[config.mk]
export PLATFORM = sky130hd
export DESIGN_NAME = sensor_scheduler
export DESIGN_NICKNAME = d
export VERILOG_FILES = /design/src/rtl/sensor_scheduler.sv
export SDC_FILE = /design/constraint.sdc
export NUM_CORES = 1
export LEC_CHECK = 0
export CORE_ASPECT_RATIO = 1.1
export CORE_MARGIN = 1.5
export CORE_UTILIZATION = 44
export DETAILED_ROUTE_END_ITERATION = 12
export GPL_ROUTABILITY_DRIVEN = 0
export HOLD_SLACK_MARGIN = 0.05
export PLACE_DENSITY = 0.69
export REMOVE_ABC_BUFFERS = 1
export SYNTH_ARGS = -nofsm -noshare
export SYNTH_HDL_FRONTEND = slang
export SYNTH_SLANG_ARGS = --single-unit
export TNS_END_PERCENT = 50
[constraint.sdc]
create_clock -name clk -period 2.1 [get_ports clk]
set_clock_uncertainty 0.2 [all_clocks]
set_input_delay 0.525 -clock clk [delete_from_list [all_inputs] [get_ports clk]]
set_output_delay 0.525 -clock clk [all_outputs]
set_load 0.02 [all_outputs]
[src/rtl/sensor_scheduler.sv]
// -----------------------------------------------------------------------------
// sensor_scheduler
//
// Sequencer for the on-board sensor path. Periodically starts a DHT11 read
// through a start/busy/done/error handshake, applies a response timeout and a
// bounded number of retries per period, and latches the last good
// humidity/temperature frame. Independently rotates the single 7-segment value
// bus between temperature, humidity and (optionally) the IR event count.
//
// All *_MS timers advance on a 1 ms tick derived from CLK_HZ.
//
// Compile-time option:
//   SENSOR_SCHED_IR_DISPLAY_EN  defined   -> display rotates temp, hum, IR count
//                               undefined -> display rotates temp, hum only;
//                                            ir_count is unused
//
// Parameters:
//   CLK_HZ      system clock frequency (integer multiple of 1000)
//   PERIOD_MS   interval between read attempts (also power-up delay)
//   TIMEOUT_MS  maximum wait for dht_done/dht_err after dht_start
//   RETRY_MS    gap before a retry after a failed attempt
//   MAX_RETRY   retries per period after the first attempt fails
//   SHOW_MS     dwell time of each display source
//
// Ports:
//   clk         in   system clock, rising edge
//   rst         in   asynchronous reset, active low
//   dht_start   out  one-cycle pulse starting a DHT11 transaction
//   dht_busy    in   reader transaction in progress
//   dht_done    in   one-cycle pulse, frame valid and checksum OK
//   dht_err     in   one-cycle pulse, checksum or protocol error
//   dht_hum     in   integer humidity, sampled on dht_done
//   dht_temp    in   integer temperature, sampled on dht_done
//   ir_count    in   IR event count (binary)
//   disp_value  out  binary value for the display driver
//   disp_sel    out  displayed source: 0 temp, 1 humidity, 2 IR count
//   valid_data  out  high once a good frame is latched, cleared on fault
//   fault       out  sticky until the next good frame; retries exhausted
// -----------------------------------------------------------------------------
module sensor_scheduler #(
    parameter int CLK_HZ     = 50_000_000,
    parameter int PERIOD_MS  = 2000,
    parameter int TIMEOUT_MS = 30,
    parameter int RETRY_MS   = 100,
    parameter int MAX_RETRY  = 3,
    parameter int SHOW_MS    = 3000
) (
    input  logic        clk,
    input  logic        rst,
    output logic        dht_start,
    input  logic        dht_busy,
    input  logic        dht_done,
    input  logic        dht_err,
    input  logic [7:0]  dht_hum,
    input  logic [7:0]  dht_temp,
    input  logic [15:0] ir_count,
    output logic [15:0] disp_value,
    output logic [1:0]  disp_sel,
    output logic        valid_data,
    output logic        fault
);

    localparam int TICK_DIV = CLK_HZ / 1000;
    localparam int PW       = (TICK_DIV > 1) ? $clog2(TICK_DIV) : 1;

    // One shared millisecond timer serves all FSM waits; it only has to reach
    // the largest of the three intervals and then saturates.
    localparam int T_MAX0 = (PERIOD_MS > TIMEOUT_MS) ? PERIOD_MS : TIMEOUT_MS;
    localparam int T_MAX  = (T_MAX0 > RETRY_MS) ? T_MAX0 : RETRY_MS;
    localparam int TW     = $clog2(T_MAX + 1);

    localparam int SW = (SHOW_MS > 1) ? $clog2(SHOW_MS) : 1;
    localparam int RW = (MAX_RETRY > 0) ? $clog2(MAX_RETRY + 1) : 1;

`ifdef SENSOR_SCHED_IR_DISPLAY_EN
    localparam logic [1:0] LAST_SRC = 2'd2;
`else
    localparam logic [1:0] LAST_SRC = 2'd1;
`endif

    typedef enum logic [1:0] {
        WAIT_PERIOD = 2'd0,
        START       = 2'd1,
        WAIT_RESP   = 2'd2,
        BACKOFF     = 2'd3
    } state_t;

    state_t          state;
    state_t          state_next;

    logic [PW-1:0]   presc;
    logic            tick;

    logic [TW-1:0]   ms_cnt;
    logic [RW-1:0]   retry_cnt;

    logic            period_up;
    logic            timeout_up;
    logic            backoff_up;
    logic            resp_ok;
    logic            resp_fail;
    logic            retry_left;

    logic [7:0]      temp_lat;
    logic [7:0]      hum_lat;

    logic [SW-1:0]   show_cnt;
    logic [1:0]      rot_sel_p0;
    logic [15:0]     src_value_p0;

    // ---------------------------------------------------------------------
    // Millisecond tick
    // ---------------------------------------------------------------------
    assign tick = (presc == PW'(TICK_DIV - 1));

    always_ff @(posedge clk or negedge rst) begin
        if (!rst) begin
            presc <= '0;
        end else if (tick) begin
            presc <= '0;
        end else begin
            presc <= presc + 1'b1;
        end
    end

    // ---------------------------------------------------------------------
    // Sequencer FSM
    // ---------------------------------------------------------------------
    assign period_up  = (ms_cnt >= TW'(PERIOD_MS));
    assign timeout_up = (ms_cnt >= TW'(TIMEOUT_MS));
    assign backoff_up = (ms_cnt >= TW'(RETRY_MS));

    // A simultaneous done/err is an error: the frame cannot be trusted.
    assign resp_ok    = dht_done & ~dht_err;
    assign resp_fail  = dht_err | timeout_up;
    assign retry_left = (retry_cnt < RW'(MAX_RETRY));

    always_ff @(posedge clk or negedge rst) begin
        if (!rst) begin
            state <= WAIT_PERIOD;
        end else begin
            state <= state_next;
        end
    end

    always_comb begin
        state_next = state;
        case (state)
            WAIT_PERIOD: begin
                // Never start a new period over a transaction still running.
                if (period_up && !dht_busy) begin
                    state_next = START;
                end
            end
            START: begin
                state_next = WAIT_RESP;
            end
            WAIT_RESP: begin
                if (resp_ok) begin
                    state_next = WAIT_PERIOD;
                end else if (resp_fail) begin
                    state_next = retry_left ? BACKOFF : WAIT_PERIOD;
                end
            end
            BACKOFF: begin
                if (backoff_up) begin
                    state_next = START;
                end
            end
            default: begin
                state_next = WAIT_PERIOD;
            end
        endcase
    end

    always_comb begin
        dht_start = 1'b0;
        if (state == START) begin
            dht_start = 1'b1;
        end
    end

    // Timer restarts on every state change, so each state measures its own
    // interval from entry (period, timeout and backoff alike).
    always_ff @(posedge clk or negedge rst) begin
        if (!rst) begin
            ms_cnt <= '0;
        end else if (state_next != state) begin
            ms_cnt <= '0;
        end else if (tick && (ms_cnt != TW'(T_MAX))) begin
            ms_cnt <= ms_cnt + 1'b1;
        end
    end

    // ---------------------------------------------------------------------
    // Frame latch, retry count and status flags
    // ---------------------------------------------------------------------
    always_ff @(posedge clk or negedge rst) begin
        if (!rst) begin
            retry_cnt  <= '0;
            valid_data <= 1'b0;
            fault      <= 1'b0;
            temp_lat   <= '0;
            hum_lat    <= '0;
        end else if (state == WAIT_RESP) begin
            if (resp_ok) begin
                temp_lat   <= dht_temp;
                hum_lat    <= dht_hum;
                valid_data <= 1'b1;
                fault      <= 1'b0;
                retry_cnt  <= '0;
            end else if (resp_fail) begin
                if (retry_left) begin
                    retry_cnt <= retry_cnt + 1'b1;
                end else begin
                    fault      <= 1'b1;
                    valid_data <= 1'b0;
                    retry_cnt  <= '0;
                end
            end
        end
    end

    // ---------------------------------------------------------------------
    // Display rotation (stage p0: source select and value)
    // ---------------------------------------------------------------------
    always_ff @(posedge clk or negedge rst) begin
        if (!rst) begin
            show_cnt   <= '0;
            rot_sel_p0 <= 2'd0;
        end else if (tick) begin
            if (show_cnt == SW'(SHOW_MS - 1)) begin
                show_cnt   <= '0;
                rot_sel_p0 <= (rot_sel_p0 == LAST_SRC) ? 2'd0 : rot_sel_p0 + 2'd1;
            end else begin
                show_cnt <= show_cnt + 1'b1;
            end
        end
    end

`ifndef SENSOR_SCHED_IR_DISPLAY_EN
    logic unused_ir;
    assign unused_ir = ^ir_count;
`endif

    always_comb begin
        src_value_p0 = 16'd0;
        case (rot_sel_p0)
            2'd0: src_value_p0 = {8'd0, temp_lat};
            2'd1: src_value_p0 = {8'd0, hum_lat};
`ifdef SENSOR_SCHED_IR_DISPLAY_EN
            2'd2: src_value_p0 = ir_count;
`endif
            default: src_value_p0 = 16'd0;
        endcase
    end

    // ---------------------------------------------------------------------
    // Stage p1: registered display outputs
    // ---------------------------------------------------------------------
    always_ff @(posedge clk or negedge rst) begin
        if (!rst) begin
            disp_sel   <= 2'd0;
            disp_value <= 16'd0;
        end else begin
            disp_sel   <= rot_sel_p0;
            disp_value <= src_value_p0;
        end
    end

endmodule
==> results_dict.tcl <==
set metrics [dict create \
    status "finished, final reports clean" \
    yosysMostFrequentCell "dfrtp_1" \
    post-route-util 0.583 \
    clkLatencyLatePin_ns 0.34 \
    fin_hold_ws_ns 0.284 \
    ys.flop_type "dfrtp_1" \
    min_from "valid_data$_DFFE_PN0P_" \
    cp.arrival_ns 2.12 \
    die_w_um 88.8 \
    cts.sinks 73 \
    synth_common_cells "dfrtp_1 (73), nor2_1 (20), mux2_2 (18)" \
    route.detailed.drc 0 \
    rsz0062_at_grt "true" \
    crit_fanout 11 \
    h-tree-depth 3 \
    grt_max_degree 74 \
    p_seq_frac 0.455 \
    place_hpwl_um 4730 \
    hold_depth 1 \
    grt_pass1_wl_um 12000 \
    path_class "flop to flop" \
    fp-row-count 34 \
    cts.path.max_buffers 2 \
    wire_per_inst_um 14.4 \
    critPathSlowestCell "or4_4" \
    initial_core_util 0.453 \
    path_cells "buf_4, and4_1, and4_2, or4_4, a22oi_2" \
    antenna_found_initial 0 \
    die_h_um 97.4 \
    intPower_mw 2.83 \
    core_area_um2 7870 \
    synth_cells 316 \
    finalMaxSlewViolations 0 \
    finalSetupViolCount 0 \
    timing.rr.end "ms_cnt[9]$_DFFE_PN0P_" \
    ys_seq_elements 73 \
    peakVddDrop_mv 0.319 \
    yosys.area.top_type_share 0.513 \
    p_total_mw 4.01 \
    clkTransAtPathRegs_ns 0.08 \
    p_switching_mw 1.18 \
    grt_overflow 0 \
    startpoint_type "flop" \
    max_freq_mhz 484 \
    fillers 670 \
    reg2reg_setup_slack_ns 0.03 \
    area_growth_pct 28.9 \
    report.final.hold_viol_count 0 \
    fin_cells 503 \
    power.density_nw_per_um2 874 \
    period_share 0.983 \
    num_antenna_cells 0 \
    io_buffers 33 \
    cap_violations 0 \
    globalRouteTotalUtil 0.177 \
    drt_iter0_drc 119 \
    power_frac_clock 0.264 \
    io-pin-count 58 \
    ant_nets 0 \
    drive_gt1_frac 0.263 \
    vias_per_cell 5.36 \
    power_frac_comb 0.281 \
    slowest_delay_ns 0.50 \
    hp-class "flop to flop" \
    wl_um 7260 \
    dp_cells 480 \
    synth-async-reset-ratio 1.00 \
    yosys_warnings 0 \
    firstDrtPassIters 4 \
    required_ns 2.16 \
    vias 2696 \
    netlist_top_cells_area "dfrtp_1 (51%), mux2_2 (5.7%), mux2i_1 (2.5%), xor2_1 (2.5%), or4_1 (2.3%)" \
    p_leak_nw 2.08 \
    nets 432 \
    cts_buffers 9 \
    cts_tree "built" \
    ys_seq_area_frac 0.513 \
    synth_area_per_cell_um2 11.3 \
    relSlewSlack 0.642 \
    grt_pass1_vias 2580 \
    cts-root-buf "clkbuf_8" \
    r2r-start "ms_cnt[6]$_DFFE_PN0P_" \
    synth.distinct_cells 55 \
    switching_share 0.295 \
    reg2reg_depth 5 \
    synth.largest_area_cell "dfrtp_1" \
    worst_pin_slew_ns 0.536 \
    hold_end "valid_data$_DFFE_PN0P_" \
    fin_crit_ns 2.07 \
    synth-edff-count 0 \
    dieArea_um2 8650 \
    syn_area_um2 3560 \
    setup.worst_path.end_class "flop" \
]
sequential cells by signal, summed over array words and instances (netlist names):
signal      cells
disp_sel        2
disp_value      8
fault           1
valid_data      1
ms_cnt         11
rot_sel_p0      2
retry_cnt       2
show_cnt       12
presc          16
temp_lat        8
hum_lat         8
state           2
layout by cell type, fill, tap and decap left out, types with 3 or more instances in the layout:
cell type and instances:
and3_1 9, conb_1 8, nand4_1 7, nor2b_1 5
a22oi_1 5, ha_1 5, buf_12 3, nor3_1 5
dfrtp_1 73, o31ai_1 9, or3_1 3, inv_1 9
nor2_1 19, mux2i_1 9, mux2_2 18, a22o_1 4
nand3_1 14, a22oi_2 5, nand2_1 10, clkbuf_8 9
and4_1 4, or4_4 7, buf_4 38, clkdlybuf4s50_1 30
o21ai_0 10, xnor2_1 7, or4_1 4, a21oi_1 5
a21o_1 3, xor2_1 10
layer usage:
layer	part of all wire	global-route usage	vias up	wire, µm
li1	-	-	1304	-
met1	0.45	0.239	1334	3260
met2	0.50	0.281	51	3640
met3	0.035	0.0357	7	252
met4	0.015	0.0649	0	109
met5	0	0	-	0
critical path, delay by kind of cell (launching register included):
family / cells / cell delay (ns)
AO/OA/AOI/OAI: 1 / 0.16
buffers and inverters: 1 / 0.16
flip-flops: 1 / 0.39
AND/OR/NAND/NOR: 3 / 1.08
repair_timing:
action	in CTS	in global routing
hold buffers	1	0
pin swaps	3	6
setup endpoints to repair	13	22
gates cloned	0	1
endpoints found under the hold margin	73	0
buffers inserted	1	4
resized for setup	9	18
metrics by stage:
step                area [µm²]  setup TNS (ns)  worst slack [ns]
floorplan                 3470         -0.0601           -0.0601
CTS                       4470         -0.0114           -0.0114
detailed placement        4240           -7.70            -0.580
global placement          4240           -6.90            -0.533
finish                    4590               0            0.0347
global route              4590         -0.0539           -0.0172
power by group through the flow:
stage	registers (mW)	logic [mW]	clock network [mW]
finish	1.82	1.13	1.06
global route	1.86	1.23	1.14
CTS	1.82	1.12	1.09
detailed placement	1.85	1.09	0
global placement	1.84	1.06	0
floorplan	1.95	0.497	0
cells by family after synthesis:
| group | count (synthesis) | synth area share |
|---|---|---|
| AO/OA/AOI/OAI | 55 | 0.111 |
| XOR/XNOR | 17 | 0.0418 |
| adder cells (fa/ha/maj) | 5 | 0.0176 |
| buffers and inverters | 30 | 0.0439 |
| flip-flops | 73 | 0.513 |
| multiplexers | 27 | 0.0822 |
| other | 1 | 0.00105 |
| AND/OR/NAND/NOR | 108 | 0.190 |
layout make-up:
| cell class | instances | area, µm² | share of cell area |
|---|---|---|---|
| Clock inverter | 5 | 56.3 | 0.0123 |
| Sequential cell | 73 | 1830 | 0.398 |
| Inverter | 9 | 33.8 | 0.00736 |
| Timing Repair Buffer | 77 | 711 | 0.155 |
| Tap cell | 108 | 135 | 0.0294 |
| Clock buffer | 11 | 131 | 0.0286 |
| Multi-Input combinational cell | 220 | 1700 | 0.370 |
worst max path at each step:
stage          cells after the start                       to  slack [ns]                    start
2_1_floorplan                      4    ms_cnt[1]$_DFFE_PN0P_       -0.06                  dht_err
3_3_place_gp                       6    ms_cnt[8]$_DFFE_PN0P_       -0.53                  dht_err
3_5_place_dp                       6    ms_cnt[0]$_DFFE_PN0P_       -0.58                  dht_err
4_1_cts                            4  show_cnt[0]$_DFFE_PN0N_       -0.01  show_cnt[6]$_DFFE_PN0N_
5_1_grt                            5    ms_cnt[5]$_DFFE_PN0P_       -0.02    ms_cnt[6]$_DFFE_PN0P_
6_report                           5    ms_cnt[9]$_DFFE_PN0P_        0.03    ms_cnt[6]$_DFFE_PN0P_
Note: power is estimated with default switching activity, not from simulation.
